### src/rtl/rx_e1_mux_ch_if.sv
// Bus bundle for rx_e1_mux_ch: E1 inputs, controls and the lane/MFI/overflow outputs.
// The slave modport is the mux itself; the master modport is whoever drives the E1 side.
interface rx_e1_mux_ch_if #(
    parameter int CH_NUM   = 42,
    parameter int SLOT_NUM = 16,
    parameter int OUT_GRP  = 3
);
    localparam int MFI_W = $clog2(SLOT_NUM);

    logic                 Sync_In;
    logic [CH_NUM-1:0]    Ch_En;
    logic [CH_NUM-1:0]    E1_In_Dat;
    logic [CH_NUM-1:0]    E1_In_Ck;
    logic                 Ovf_Clr;
    logic [MFI_W-1:0]     E1_MFI;
    logic [2*OUT_GRP-1:0] Dv_Dat;
    logic [CH_NUM-1:0]    Ovf_Flag;

    modport master (
        output Sync_In, Ch_En, E1_In_Dat, E1_In_Ck, Ovf_Clr,
        input  E1_MFI, Dv_Dat, Ovf_Flag
    );

    modport slave (
        input  Sync_In, Ch_En, E1_In_Dat, E1_In_Ck, Ovf_Clr,
        output E1_MFI, Dv_Dat, Ovf_Flag
    );
endinterface

### src/rtl/rx_e1_mux_ch.sv
// RX E1 TDM mux: synchronises CH_NUM E1 data/clock pairs, holds one bit per channel and
// serialises each group of CH_PER_GRP channels onto a {Dv,Dat} lane in a free-running multiframe.
module rx_e1_mux_ch #(
    parameter int CH_NUM     = 42,
    parameter int CH_PER_GRP = 14,
    parameter int SLOT_NUM   = 16,
    parameter int OUT_GRP    = 3
) (
    input logic           Ck,
    input logic           Rs,
    rx_e1_mux_ch_if.slave bus
);
    localparam int MFI_W   = $clog2(SLOT_NUM);
    localparam int GRP_NUM = (CH_NUM + CH_PER_GRP - 1) / CH_PER_GRP;
    localparam int PAD_W   = GRP_NUM * CH_PER_GRP;

    generate
        if (CH_PER_GRP > SLOT_NUM) begin : g_err_grp
            $error("rx_e1_mux_ch: CH_PER_GRP must not exceed SLOT_NUM");
        end
        if (SLOT_NUM < 2 || (SLOT_NUM & (SLOT_NUM - 1)) != 0) begin : g_err_slot
            $error("rx_e1_mux_ch: SLOT_NUM must be a power of two >= 2");
        end
        if (OUT_GRP < GRP_NUM) begin : g_err_lanes
            $error("rx_e1_mux_ch: OUT_GRP too small for CH_NUM/CH_PER_GRP");
        end
    endgenerate

    logic [CH_NUM-1:0]    ck_s1_q, ck_s1_d, ck_s2_q, ck_s2_d;
    logic [CH_NUM-1:0]    dat_s1_q, dat_s1_d, dat_s2_q, dat_s2_d;
    logic [CH_NUM-1:0]    hold_q, hold_d, pend_q, pend_d, ovf_q, ovf_d;
    logic [MFI_W-1:0]     mfi_q, mfi_d, e1_mfi_q, e1_mfi_d;
    logic [2*OUT_GRP-1:0] dv_dat_q, dv_dat_d;
    logic [CH_NUM-1:0]    ch_edge, read_w;
    logic [PAD_W-1:0]     vis_pad, dat_pad;

    always_comb begin
        ck_s1_d  = bus.E1_In_Ck;
        ck_s2_d  = ck_s1_q;
        dat_s1_d = bus.E1_In_Dat;
        dat_s2_d = dat_s1_q;
        mfi_d    = bus.Sync_In ? '0 : mfi_q + 1'b1;

        // A channel is read in the cycle its slot index matches the MFI, in every group at once.
        for (int j = 0; j < CH_NUM; j++) begin
            read_w[j] = (mfi_q == MFI_W'(j % CH_PER_GRP));
        end

        ch_edge = ck_s1_q & ~ck_s2_q & bus.Ch_En;
        hold_d  = (ch_edge & dat_s2_q) | (~ch_edge & hold_q);
        pend_d  = bus.Ch_En & (ch_edge | (pend_q & ~read_w));
        ovf_d   = (ch_edge & pend_q & ~read_w) | (ovf_q & ~{CH_NUM{bus.Ovf_Clr}});
    end

    always_comb begin
        // NOTE: every comb output gets a default before any conditional write, so no latch is inferred.
        vis_pad  = '0;
        dat_pad  = '0;
        dv_dat_d = '0;
        vis_pad[CH_NUM-1:0] = pend_q & bus.Ch_En;
        dat_pad[CH_NUM-1:0] = pend_q & bus.Ch_En & hold_q;

        for (int g = 0; g < GRP_NUM; g++) begin
            for (int s = 0; s < CH_PER_GRP; s++) begin
                if (mfi_q == MFI_W'(s)) begin
                    dv_dat_d[2*g+1] = vis_pad[g*CH_PER_GRP+s];
                    dv_dat_d[2*g]   = dat_pad[g*CH_PER_GRP+s];
                end
            end
        end
        e1_mfi_d = mfi_q;
    end

    // NOTE: sequential state uses non-blocking assignments only, so every flop samples pre-edge values.
    always_ff @(posedge Ck) begin
        if (Rs) begin
            // NOTE: hold bits are cleared too, so no stale data can leak out after reset.
            ck_s1_q  <= '0;
            ck_s2_q  <= '0;
            dat_s1_q <= '0;
            dat_s2_q <= '0;
            hold_q   <= '0;
            pend_q   <= '0;
            ovf_q    <= '0;
            mfi_q    <= '0;
            e1_mfi_q <= '0;
            dv_dat_q <= '0;
        end else begin
            ck_s1_q  <= ck_s1_d;
            ck_s2_q  <= ck_s2_d;
            dat_s1_q <= dat_s1_d;
            dat_s2_q <= dat_s2_d;
            hold_q   <= hold_d;
            pend_q   <= pend_d;
            ovf_q    <= ovf_d;
            mfi_q    <= mfi_d;
            e1_mfi_q <= e1_mfi_d;
            dv_dat_q <= dv_dat_d;
        end
    end

    assign bus.E1_MFI   = e1_mfi_q;
    assign bus.Dv_Dat   = dv_dat_q;
    assign bus.Ovf_Flag = ovf_q;
endmodule

### src/flat_wrapper.sv
// flat-port wrapper written by rule: the top's interface ports become plain ports
module rx_e1_mux_ch_flat 
#(
    parameter int CH_NUM     = 42,
    parameter int CH_PER_GRP = 14,
    parameter int SLOT_NUM   = 16,
    parameter int OUT_GRP    = 3
)
  (Ck, Rs, bus_Sync_In, bus_Ch_En, bus_E1_In_Dat, bus_E1_In_Ck, bus_Ovf_Clr, bus_E1_MFI, bus_Dv_Dat, bus_Ovf_Flag);
  rx_e1_mux_ch_if #(.CH_NUM(CH_NUM), .SLOT_NUM(SLOT_NUM), .OUT_GRP(OUT_GRP)) bus_i ();
  input logic Ck;
  input logic Rs;
  input wire logic [$bits(bus_i.Sync_In)-1:0] bus_Sync_In;
  input wire logic [$bits(bus_i.Ch_En)-1:0] bus_Ch_En;
  input wire logic [$bits(bus_i.E1_In_Dat)-1:0] bus_E1_In_Dat;
  input wire logic [$bits(bus_i.E1_In_Ck)-1:0] bus_E1_In_Ck;
  input wire logic [$bits(bus_i.Ovf_Clr)-1:0] bus_Ovf_Clr;
  output wire logic [$bits(bus_i.E1_MFI)-1:0] bus_E1_MFI;
  output wire logic [$bits(bus_i.Dv_Dat)-1:0] bus_Dv_Dat;
  output wire logic [$bits(bus_i.Ovf_Flag)-1:0] bus_Ovf_Flag;
  assign bus_i.Sync_In = bus_Sync_In;
  assign bus_i.Ch_En = bus_Ch_En;
  assign bus_i.E1_In_Dat = bus_E1_In_Dat;
  assign bus_i.E1_In_Ck = bus_E1_In_Ck;
  assign bus_i.Ovf_Clr = bus_Ovf_Clr;
  assign bus_E1_MFI = bus_i.E1_MFI;
  assign bus_Dv_Dat = bus_i.Dv_Dat;
  assign bus_Ovf_Flag = bus_i.Ovf_Flag;
  rx_e1_mux_ch #(.CH_NUM(CH_NUM), .CH_PER_GRP(CH_PER_GRP), .SLOT_NUM(SLOT_NUM), .OUT_GRP(OUT_GRP)) u_core (.Ck(Ck), .Rs(Rs), .bus(bus_i));
endmodule
### config.mk
export PLATFORM = sky130hd
export DESIGN_NAME = rx_e1_mux_ch_flat
export DESIGN_NICKNAME = d
export VERILOG_FILES = /design/src/rtl/rx_e1_mux_ch_if.sv /design/src/rtl/rx_e1_mux_ch.sv /design/src/flat_wrapper.sv
export SDC_FILE = /design/constraint.sdc
export NUM_CORES = 1
export LEC_CHECK = 0
export ABC_AREA = 0
export CELL_PAD_IN_SITES_DETAIL_PLACEMENT = 1
export CELL_PAD_IN_SITES_GLOBAL_PLACEMENT = 1
export CORE_UTILIZATION = 44
export DETAILED_ROUTE_END_ITERATION = 8
export PLACE_DENSITY_LB_ADDON = 0.2
export REMOVE_ABC_BUFFERS = 1
export SLEW_MARGIN = 20
export SYNTH_ARGS = -nofsm -noshare
export SYNTH_HDL_FRONTEND = slang
export SYNTH_SLANG_ARGS = --single-unit
### constraint.sdc
create_clock -name Ck -period 3.6 [get_ports Ck]
set_input_delay 0.54 -clock Ck [delete_from_list [all_inputs] [get_ports Ck]]
set_output_delay 0.54 -clock Ck [all_outputs]
set_load 0.01 [all_outputs]
; ---- After elaboration in Yosys (flattened, before gate mapping)
; Cells that the tools add are included.
[word_totals]
memories = 0
reg_bits = 308
output_inout_bits = 52
word_cells = 86
rom_bits = 0
latchBits = 0
inputBits = 130
ram_bits = 0
[op_classes]
multipliers = 0
eq_ne = 13
n_addsub = 1
shifts = 0
div = 0
n_reduce_logical = 2
n_bitwise = 18
magnitude_cmp = 0
mux = 42
[ops]
columns = op, count
row1 = 42-bit bitwise AND, 11
row2 = 42-bit NOT, 4
row3 = 42-bit bitwise OR, 3
row4 = 2-bit two-way mux, 42
row5 = 4-bit equality test (second input constant), 6
row6 = 4-bit by 3-bit equality test with 1-bit output (second input constant), 4
row7 = 4-bit by 2-bit equality test with 1-bit output (second input constant), 2
row8 = 4-bit by 1-bit adder with 4-bit output (second input constant), 1
row9 = 4-bit by 1-bit equality test with 1-bit output (second input constant), 1
row10 = 4-bit logical NOT, 1
row11 = 2-bit OR reduction, 1

; ---- Longest topological paths before layout
[depth]
ltp_word = 16
ltp_mapped = 9

; ---- Worst setup path after synthesis
; No wires, ideal clock.
[synth_path]
kind = reg-to-reg
start = register u_core.mfi_q[0] (netlist: u_core.e1_mfi_d[0])
end = register u_core.dv_dat_q[3] (netlist: u_core.bus.Dv_Dat[3])
setup_time_ns = 0.128
slack_ns = 1.717
path_stages_with_launch = 8
path_buffers = 1
t_arrival_ns = 1.755
path_cell_list = dfxtp_1 -> inv_1 -> ha_1 -> buf_2 -> o21a_1 -> or4_1 -> a21oi_1 -> o41ai_2
[synth_between]
elab_chain_cells = 15
elab_cells_between_ends = 28
[synth_lines]
columns = element, line_no
row1 = start: declaration, rx_e1_mux_ch.sv:32  ; logic [MFI_W-1:0] mfi_q, mfi_d, e1_mfi_q, e1_mfi_d;
row2 = start signal: assignment, rx_e1_mux_ch.sv:96  ; mfi_q <= mfi_d;
row3 = 4-bit logical NOT, rx_e1_mux_ch.sv:65  ; if (mfi_q == MFI_W'(s)) begin
row4 = 2-bit two-way mux (13 in series), rx_e1_mux_ch.sv:65
row5 = 2-bit two-way mux (*), rx_e1_mux_ch.sv:65
row6 = end signal: assignment, rx_e1_mux_ch.sv:98  ; dv_dat_q <= dv_dat_d;
row7 = end: declaration, rx_e1_mux_ch.sv:33  ; logic [2*OUT_GRP-1:0] dv_dat_q, dv_dat_d;
; Mark *: on every way between the ends. The rest lies on a longest branch, timed or not.
; A chain may end at the register's enable or synchronous reset.

; ---- Worst setup path in the final report
[layout_path]
start = register u_core.mfi_q[3] (netlist: u_core.e1_mfi_d[3])
end = register u_core.dv_dat_q[1] (netlist: u_core.bus.Dv_Dat[1])
; The elaborated chain is that of the path after synthesis.

==> results by group <==
Status
  • Outcome: completed

Yosys
  • Main synth FF type: dfxtp_1
  • Mapped Avg Cell Area: 9.93 µm²
  • Sequential area share after synthesis: 0.576
  • Netlist cell types: 61
  • Leading area contributor after synthesis: dfxtp_1
  • Synth Register Bits: 308
  • FFs w/ async S/R, synth: 0
  • Mapped Area: 10700 µm²
  • Share of the synthesized area in the top cell type: 0.576
  • Post-synth EDFFs: 0
  • Synth Instances: 1078
  • Syn. warnings: 0
  • Synth top area cells: dfxtp_1, nor2b_1, a21oi_1

Timing
  • Final WS setup: 1110 ps
  • Period utilization: 0.692
  • Fmax: 401 MHz
  • Max Slew Vio Count: 0
  • Slew HR: 0.321
  • Total negative setup slack: 0 ps
  • Final Skew: 14.5 ps
  • Fin. Hold Viols: 0
  • Final setup viols: 0
  • RSZ-0062 raised after global routing: no
  • Min Tclk post-route: 2490 ps
  • Slew @ Worst Pin: 1020 ps

Routing
  • Wirelength, routed: 28.3 mm
  • Remaining antenna violation count: 0
  • DR iter-0 viols: 314
  • First drt pass iteration count: 6
  • Remaining DRCs: 0
  • Vias/cell: 5.21
  • Vias: 8310
  • Routed length per placed instance: 17.7 µm

Die
  • Chip height: 158 µm
  • Site row count: 56
  • Die width: 158 µm
  • Starting Density: 0.452
  • Core area: 23700 µm²
  • Ports: 182
  • Die area: 25000 µm²

Worst setup path
  • Critical Path Source Type: flip-flop
  • R2r setup slk: 1110 ps
  • Max Fanout on Critical Path: 22
  • Data arrival, critical path: 2880 ps
  • Crit-path slowest cell: dfxtp_1
  • Critical Path RT: 3990 ps
  • Worst Path Buf+Inv: 0
  • Reg2Reg Launch Point: u_core.e1_mfi_d[3]
  • Crit-path cells: nand3b_4, nor2_1, or4_1, a211oi_2, o41ai_2
  • Crit path max-delay family: simple AND/OR/NAND/NOR gates
  • Worst Reg2Reg Path Length in Cells: 5
  • Worst Setup Path Type: flip-flop to flip-flop
  • Critical path endpoint category: flip-flop
  • Reg-to-Reg End: u_core.bus.Dv_Dat[1]
  • Critical Path Max Stage Delay: 990 ps

Power
  • VDD IR max: 0.313 mV
  • Seq pwr share: 0.470
  • P per Cell Area: 544 nW/µm²
  • Power, Total: 0.00758 W
  • Clk pwr share: 0.476
  • Internal power: 0.00600 W
  • Combinational Power Share: 0.054
  • Sw Pwr: 0.00158 W
  • Sw Ratio: 0.208
  • Leakage: 5.24 nW

GRT
  • Vias in the first global route: 8488
  • Tot GR Track Use: 0.230
  • GRT Residual Overflow: 0
  • Largest net degree at the start of global routing: 140
  • Initial antenna violation count: 1
  • First-pass GRT wire length: 44.4 mm

Clock tree
  • # H-tree levels: 2
  • Worst-Skew Late Latency: 510 ps
  • Clock sinks: 308
  • Post-CTS Setup Bufs: 0
  • Clock buffer count from CTS: 34
  • Cts hold-fix bufs: 0
  • CTS Buffer Depth: 3
  • Clk slew on worst S/H paths: 60 ps
  • TritonCTS clock tree: yes
  • Clock Tree Root: clkbuf_16
  • CTS resizes: 0

Place
  • Pre-CTS setup slack: 1120 ps
  • Post-DP HPWL: 19.3 mm
  • I/O Buffers: 181
  • RD Place Congestion: 0.823
  • Total placed cells including tap cells: 1535

Layout
  • Antenna cells: 0
  • Fillers: 2634
  • Layout cell share with drive strength beyond 1: 0.0634
  • Non-filler instance count after layout: 1596
  • Fin nets: 1386
  • Layout Utilization: 0.589
  • Syn-to-layout area delta: 30.3%

Worst hold path
  • WHS Endpoint: u_core.dat_s2_q[21]
  • Min-Delay Path Class: flip-flop to flip-flop
  • Hold Crit Start: u_core.dat_s1_q[21]
  • Worst hold path depth: 1

Flow run
  • Max-capacitance violation count: 0
## worst register-to-register path: stages (launching register included)
cell and delay, ps:
dfxtp_1 990, nand3b_4 390, nor2_1 90, or4_1 540
a211oi_2 300, o41ai_2 90
## synth_stat cells, types with 5 or more instances
library cell	count
dfxtp_1	308
a21oi_1	86
nor3_1	8
a211oi_1	5
and2_1	8
nor3b_1	32
nand4_1	11
a2bb2oi_1	5
nand3b_1	12
a32oi_1	32
o21ai_0	31
nand2_1	92
nor2b_1	171
nand3_1	21
inv_1	5
and3_1	5
buf_2	10
mux2i_1	12
clkbuf_1	31
a22o_1	5
nor2_1	101
a311o_1	5
nand2b_1	11
## power groups by stage
stage	sequential, W	combinational [W]	clock, W
5_1_grt	0.00357	0.000449	0.00382
6_report	0.00356	0.000409	0.00361
4_1_cts	0.00356	0.000414	0.00368
3_5_place_dp	0.00364	0.000409	0
3_3_place_gp	0.00363	0.000400	0
2_1_floorplan	0.00362	0.000148	0
## cell type report
| type | instances | area (µm²) | share of cell area |
|---|---|---|---|
| clock buffers | 52 | 1070 | 0.0769 |
| clock inverters | 9 | 120 | 0.00861 |
| inverters | 6 | 22.5 | 0.00162 |
| multi-input cells | 715 | 4290 | 0.308 |
| flip-flops and latches | 308 | 6170 | 0.442 |
| well taps | 319 | 399 | 0.0286 |
| repair buffers | 187 | 1870 | 0.134 |
## logic make-up (layout without fill, tap and decap cells)
group / after synthesis / in the layout / share of synthesized area
DFF: 308 / 308 / 0.576
muxes: 13 / 13 / 0.0126
buffers and inverters: 55 / 254 / 0.0233
AOI/OAI and AO/OA: 200 / 200 / 0.124
and+or+nand+nor: 496 / 496 / 0.258
xor gates and xnor gates: 2 / 2 / 0.00164
adders and majority gates: 4 / 4 / 0.00468
## metrics by stage
step	hold slack [ps]	instance area (µm²)
after floorplan	411	10500
after global placement	416	12800
after detailed placement	425	12800
after CTS	437	13900
after global routing	454	13900
final	433	13900
## worst max path at each step
stage / cells past startpoint / slack [ps] / endpoint / startpoint
CTS: 5 / 1130 / u_core.bus.Dv_Dat[1] / u_core.e1_mfi_d[3]
detailed placement: 5 / 1120 / u_core.bus.Dv_Dat[1] / u_core.e1_mfi_d[3]
global placement: 5 / 1190 / u_core.bus.Dv_Dat[1] / u_core.e1_mfi_d[3]
global route: 5 / 940 / u_core.bus.Dv_Dat[1] / u_core.e1_mfi_d[3]
floorplan: 5 / 1460 / u_core.bus.Dv_Dat[1] / u_core.e1_mfi_d[2]
finish: 5 / 1110 / u_core.bus.Dv_Dat[1] / u_core.e1_mfi_d[3]
## layer usage
layer / wire length [µm] / part of all wire / vias up / global-route usage
li1: - / - / 4058 / -
met1: 12500 / 0.44 / 4013 / 0.289
met2: 13800 / 0.49 / 189 / 0.394
met3: 1510 / 0.053 / 48 / 0.0545
met4: 529 / 0.019 / 2 / 0.0614
met5: 13 / 0.00046 / - / 0
## placed cells by master, fill, tap and decap left out, types with 6 or more instances in the layout
cell type	count
nor2_1	101
mux2i_1	12
dfxtp_1	308
clkbuf_8	9
and2_1	8
clkbuf_1	6
a21oi_1	86
nand3_1	21
nor3b_1	32
clkdlybuf4s50_1	180
a32oi_1	32
o21ai_0	31
clkinv_2	6
nand3b_1	12
clkbuf_16	37
nand2b_1	11
nor3_1	8
nand4_1	11
nor2b_1	171
nand2_1	92
Power figures use the tool's default switching activity.
==> RTL change 1, RTL diff (config.mk and constraints unchanged) <==
`SLOT_NUM` is set to 16 in 3 places; all go to 32.
--- a/src/rtl/rx_e1_mux_ch_if.sv
+++ b/src/rtl/rx_e1_mux_ch_if.sv
@@ -3,5 +3,5 @@
 interface rx_e1_mux_ch_if #(
     parameter int CH_NUM   = 42,
-    parameter int SLOT_NUM = 16,
+    parameter int SLOT_NUM = 32,
     parameter int OUT_GRP  = 3
 );
--- a/src/rtl/rx_e1_mux_ch.sv
+++ b/src/rtl/rx_e1_mux_ch.sv
@@ -4,5 +4,5 @@
     parameter int CH_NUM     = 42,
     parameter int CH_PER_GRP = 14,
-    parameter int SLOT_NUM   = 16,
+    parameter int SLOT_NUM   = 32,
     parameter int OUT_GRP    = 3
 ) (
--- a/src/flat_wrapper.sv
+++ b/src/flat_wrapper.sv
@@ -4,5 +4,5 @@
     parameter int CH_NUM     = 42,
     parameter int CH_PER_GRP = 14,
-    parameter int SLOT_NUM   = 16,
+    parameter int SLOT_NUM   = 32,
     parameter int OUT_GRP    = 3
 )
Interface: changed (resized bus_E1_MFI); port bits go from 182 to 183. No check against the original RTL was run, so the function may have changed too.
==> RTL change 1 against the unedited design <==
- clock power decreased by 11%
- highest routed layer is now met4
- synthesized cell count increased by 2.8%
- largest power group is now registers
- final area decreased by 0.76%
- sequential cell count increased by 2
- worst setup slack got worse by 380 ps
- area after synthesis increased by 0.72%
- clock skew decreased by 5.9 ps
- power decreased by 5.1%
- routed wire length increased by 1.3%
==> RTL change 1: results (changes against the unedited design) <==
Yosys
  – Leading cell types by count after synthesis: 310 x dfxtp_1, 171 x nor2b_1, 108 x nor2_1, 98 x nand2_1, 94 x a21oi_1 (was 308 x dfxtp_1, 171 x nor2b_1, 101 x nor2_1, 92 x nand2_1, 86 x a21oi_1)
  – Area contributors post-synth: dfxtp_1 58%, nor2b_1 9.9%, a21oi_1 4.4%, nor2_1 3.8%, nand2_1 3.4% (was dfxtp_1 58%, nor2b_1 10%, a21oi_1 4.0%, nor2_1 3.5%, nand2_1 3.2%)
  – Syn Inst Count: 1108 (was 1078)
  – Synth Warn #: 0 (unchanged)
  – Seq/Total Area, Yosys: 57.6% (about the same)

Detailed routing
  – DRT Pass-1 Iters: 5 (was 6)
  – 1st-iter DRT viols: 519 (was 314)
  – Final WL: 28700 um (was 28300 um)
  – WL/cell: 17.8 um (was 17.7 um)
  – Via density: 5.27 (was 5.21)

Pwr
  – Worst vdd ir: 282 uV (was 313 uV)
  – Switching pwr: 0.00151 W (was 0.00158 W)
  – Sequential power share: 49.8% (was 47.0%)
  – Pleak: 5.00 nW (was 5.24 nW)
  – Total combinational power: 0.000402 W (was 0.000409 W)

Placed design
  – Pre-CTS setup slack: 775 ps (was 1120 ps)
  – Placed inst area: 0.0128 sq mm (about the same)
  – Post-DP HPWL: 20200 um (was 19300 um)
  – Placer Congestion: 0.807 (was 0.823)
  – Placed insts: 1557 (was 1535)
  – Port bufs: 182 (was 181)

Status
  – Status: completed (unchanged)

GRT
  – Gr usage total: 23.2% (was 23.0%)
  – First-pass GRT wire length: 45500 um (was 44400 um)
  – Largest net degree at the start of global routing: 132 (was 140)
  – Initial antenna violation count: 0 (was 1)
  – Vias in the first global route: 8800 (was 8488)

CTS
  – Htree depth: 1 (was 2)
  – Number of buffers created by CTS: 31 (was 34)

Timing
  – Fin Clk Skew: 8.69 ps (was 14.5 ps)
  – Final period utilization: 79.9% (was 69.2%)
  – Hold WS: 438 ps (was 433 ps)

Finish
  – Final Net Count: 1405 (was 1386)

Critical path
  – Crit-path slowest cell: a2111oi_0 (was dfxtp_1)
  – Crit path max-delay family: compound AO/OA/AOI/OAI gates (was simple AND/OR/NAND/NOR gates)
  – Launching point of the worst reg2reg path: u_core.e1_mfi_d[1] (was u_core.e1_mfi_d[3])
  – Worst-path fanout max: 13 (was 22)
  – CP endpoint: u_core.bus.Dv_Dat[3] (was u_core.bus.Dv_Dat[1])
  – Data arrival, critical path: 3320 ps (was 2880 ps)
  – Slowest cell delay on critical path: 770 ps (was 990 ps)

Hold path
  – Min-delay src: u_core.dat_s1_q[16] (was u_core.dat_s1_q[21])
  – Hold Path Sink: u_core.dat_s2_q[16] (was u_core.dat_s2_q[21])
==> RTL change 1: cell types whose count changed after synthesis, moves of 4 or more <==
cell       unedited run  this run
a211oi_1              5         0
a21oi_1              86        94
a311oi_1              0         5
a31o_2                0         4
and2_1                8         1
buf_2                10         6
clkbuf_1             31        43
nand2_1              92        98
nand4bb_1             0         4
nor2_1              101       108
nor3_1                8        12
o21ai_0              31        37
==> RTL change 1: area by class of cell <==
class	instances	area [sq um]
multi-input cells	733	4290
inverters	9	33.8
well taps	319	399
clock inverters	7	87.6
clock buffers	50	947
flip-flops and latches	310	6210
fillers	2623	9920
repair buffers	186	1870
==> RTL change 1: kinds of logic after synthesis <==
family          synth area share (%)
simple gates                    26.0
flops                           57.6
xor+xnor                       0.244
mux                            0.928
buf+inv                         2.61
compound gates                  12.2
fa+ha+maj                      0.464
==> RTL change 1: layer usage <==
metal	vias up	track usage [%]	part of all wire [%]
met3	51	3.54	4.7
met4	0	7.28	2.3
met5	-	0	0
li1	4139	-	-
met2	205	39.9	48
met1	4115	29.7	45
==> RTL change 2, RTL diff (config.mk and constraints unchanged) <==
Without the edit above. Add an input register stage for `Rs`, without a reset; this delays it by one clock. The other inputs are not delayed to match.
--- a/src/rtl/rx_e1_mux_ch.sv
+++ b/src/rtl/rx_e1_mux_ch.sv
@@ -14,4 +14,10 @@
     localparam int GRP_NUM = (CH_NUM + CH_PER_GRP - 1) / CH_PER_GRP;
     localparam int PAD_W   = GRP_NUM * CH_PER_GRP;
+
+    logic Rs_q;
+
+    always_ff @(posedge Ck) begin
+        Rs_q <= Rs;
+    end
 
     generate
@@ -74,5 +80,5 @@
     // NOTE: sequential state uses non-blocking assignments only, so every flop samples pre-edge values.
     always_ff @(posedge Ck) begin
-        if (Rs) begin
+        if (Rs_q) begin
             // NOTE: hold bits are cleared too, so no stale data can leak out after reset.
             ck_s1_q  <= '0;
Function: changed (a bounded check fails within 4 cycles, from zero or initial values).
==> RTL change 2 against the unedited design <==
- clock skew up 3.3 ps
- count of clock-buffer cells in the layout up 3
- routed wire length up 0.82%
- sequential cell count up 1
- largest cell class unchanged
- final area up 0.22%
- sequential share of layout area up 0.075 points
- area after synthesis up 0.19%
- worst setup slack better by 34 ps
- power down 0.73%
==> RTL change 2: results (changes against the unedited design) <==
Yosys
  – #FFs+latches synth: 309 (was 308)
  – Area contributors post-synth: dfxtp_1 58%, nor2b_1 10%, a21oi_1 4.0%, nor2_1 3.5%, nand2_1 3.2% (unchanged)
  – Netlist Area Pre-Place: 0.0107 sq mm (about the same)
  – Average cell area after synthesis: 9.94 sq um (was 9.93 sq um)
  – Adder-Cell Fraction of Synth Area: 0.467% (was 0.468%)
  – Seq/Total Area, Yosys: 57.7% (was 57.6%)
  – Mux share of post-synthesis cell area: 1.26% (about the same)

Detailed routing
  – Met2 Routed Length: 13600 um (was 13800 um)
  – DRT Pass-1 Iters: 4 (was 6)
  – Via density: 5.24 (was 5.21)
  – Final WL: 28500 um (was 28300 um)
  – 1st-iter DRT viols: 326 (was 314)
  – Metal-1 WL: 12800 um (was 12500 um)

GRT
  – Gr usage total: 22.7% (was 23.0%)
  – Vias in the first global route: 8628 (was 8488)
  – Grt met2 use: 38.8% (was 39.4%)
  – GR met3 Demand/Resource: 4.13% (was 5.45%)
  – First-pass GRT wire length: 44400 um (about the same)
  – Largest net degree at the start of global routing: 111 (was 140)

Finish
  – Share of cells above drive strength 1: 6.56% (was 6.34%)
  – Fill cells: 2658 (was 2634)
  – Clock buf count: 55 (was 52)
  – Final Net Count: 1389 (was 1386)
  – Signal buf overhead: 13.6% (was 13.4%)

Hold path
  – Min-delay src: u_core.dat_s2_q[19] (was u_core.dat_s1_q[21])

Critical path
  – Reg-to-Reg End: u_core.bus.Dv_Dat[3] (was u_core.bus.Dv_Dat[1])
  – Worst setup path start: u_core.e1_mfi_d[2] (was u_core.e1_mfi_d[3])

Pwr
  – P_clk: 0.00354 W (was 0.00361 W)
  – Pint: 0.00594 W (was 0.00600 W)
  – Total combinational power: 0.000404 W (was 0.000409 W)
  – Worst vdd ir: 315 uV (was 313 uV)
  – Pleak: 5.25 nW (was 5.24 nW)
  – Net Sw Frac: 21.1% (was 20.8%)

Timing
  – Hold WS: 429 ps (was 433 ps)
  – Fin Clk Skew: 17.8 ps (was 14.5 ps)
  – Normalized max-slew margin: 31.4% (was 32.1%)

Placed design
  – Placer Congestion: 0.791 (was 0.823)
  – Pre-CTS setup slack: 1110 ps (was 1120 ps)

Status
  – Status: completed (unchanged)
==> RTL change 2: cell types whose count changed in the layout (fill, tap and decap cells not counted) <==
| cell | change |
|---|---|
| clkbuf_8 | +3 |
| bufinv_16 | -2 |
| buf_12 | +1 |
| buf_4 | +1 |
| buf_8 | -1 |
| clkdlybuf4s50_1 | +1 |
| clkinv_2 | -1 |
| clkinvlp_4 | +1 |
| dfxtp_4 | +1 |
==> RTL change 2: worst max-delay path by stage <==
stage / end / cells past startpoint
CTS: u_core.bus.Dv_Dat[1] / 5
detailed placement: u_core.bus.Dv_Dat[1] / 5
global placement: u_core.bus.Dv_Dat[1] / 5
global route: u_core.bus.Dv_Dat[1] / 5
floorplan: u_core.bus.Dv_Dat[0] / 4
finish: u_core.bus.Dv_Dat[3] / 5
==> RTL change 2: critical path, stage by stage, from the launching register on <==
cell and delay (ps):
dfxtp_1 1000, and2b_4 300, o21a_1 180, or4_1 550
a21oi_1 220, o41ai_2 90
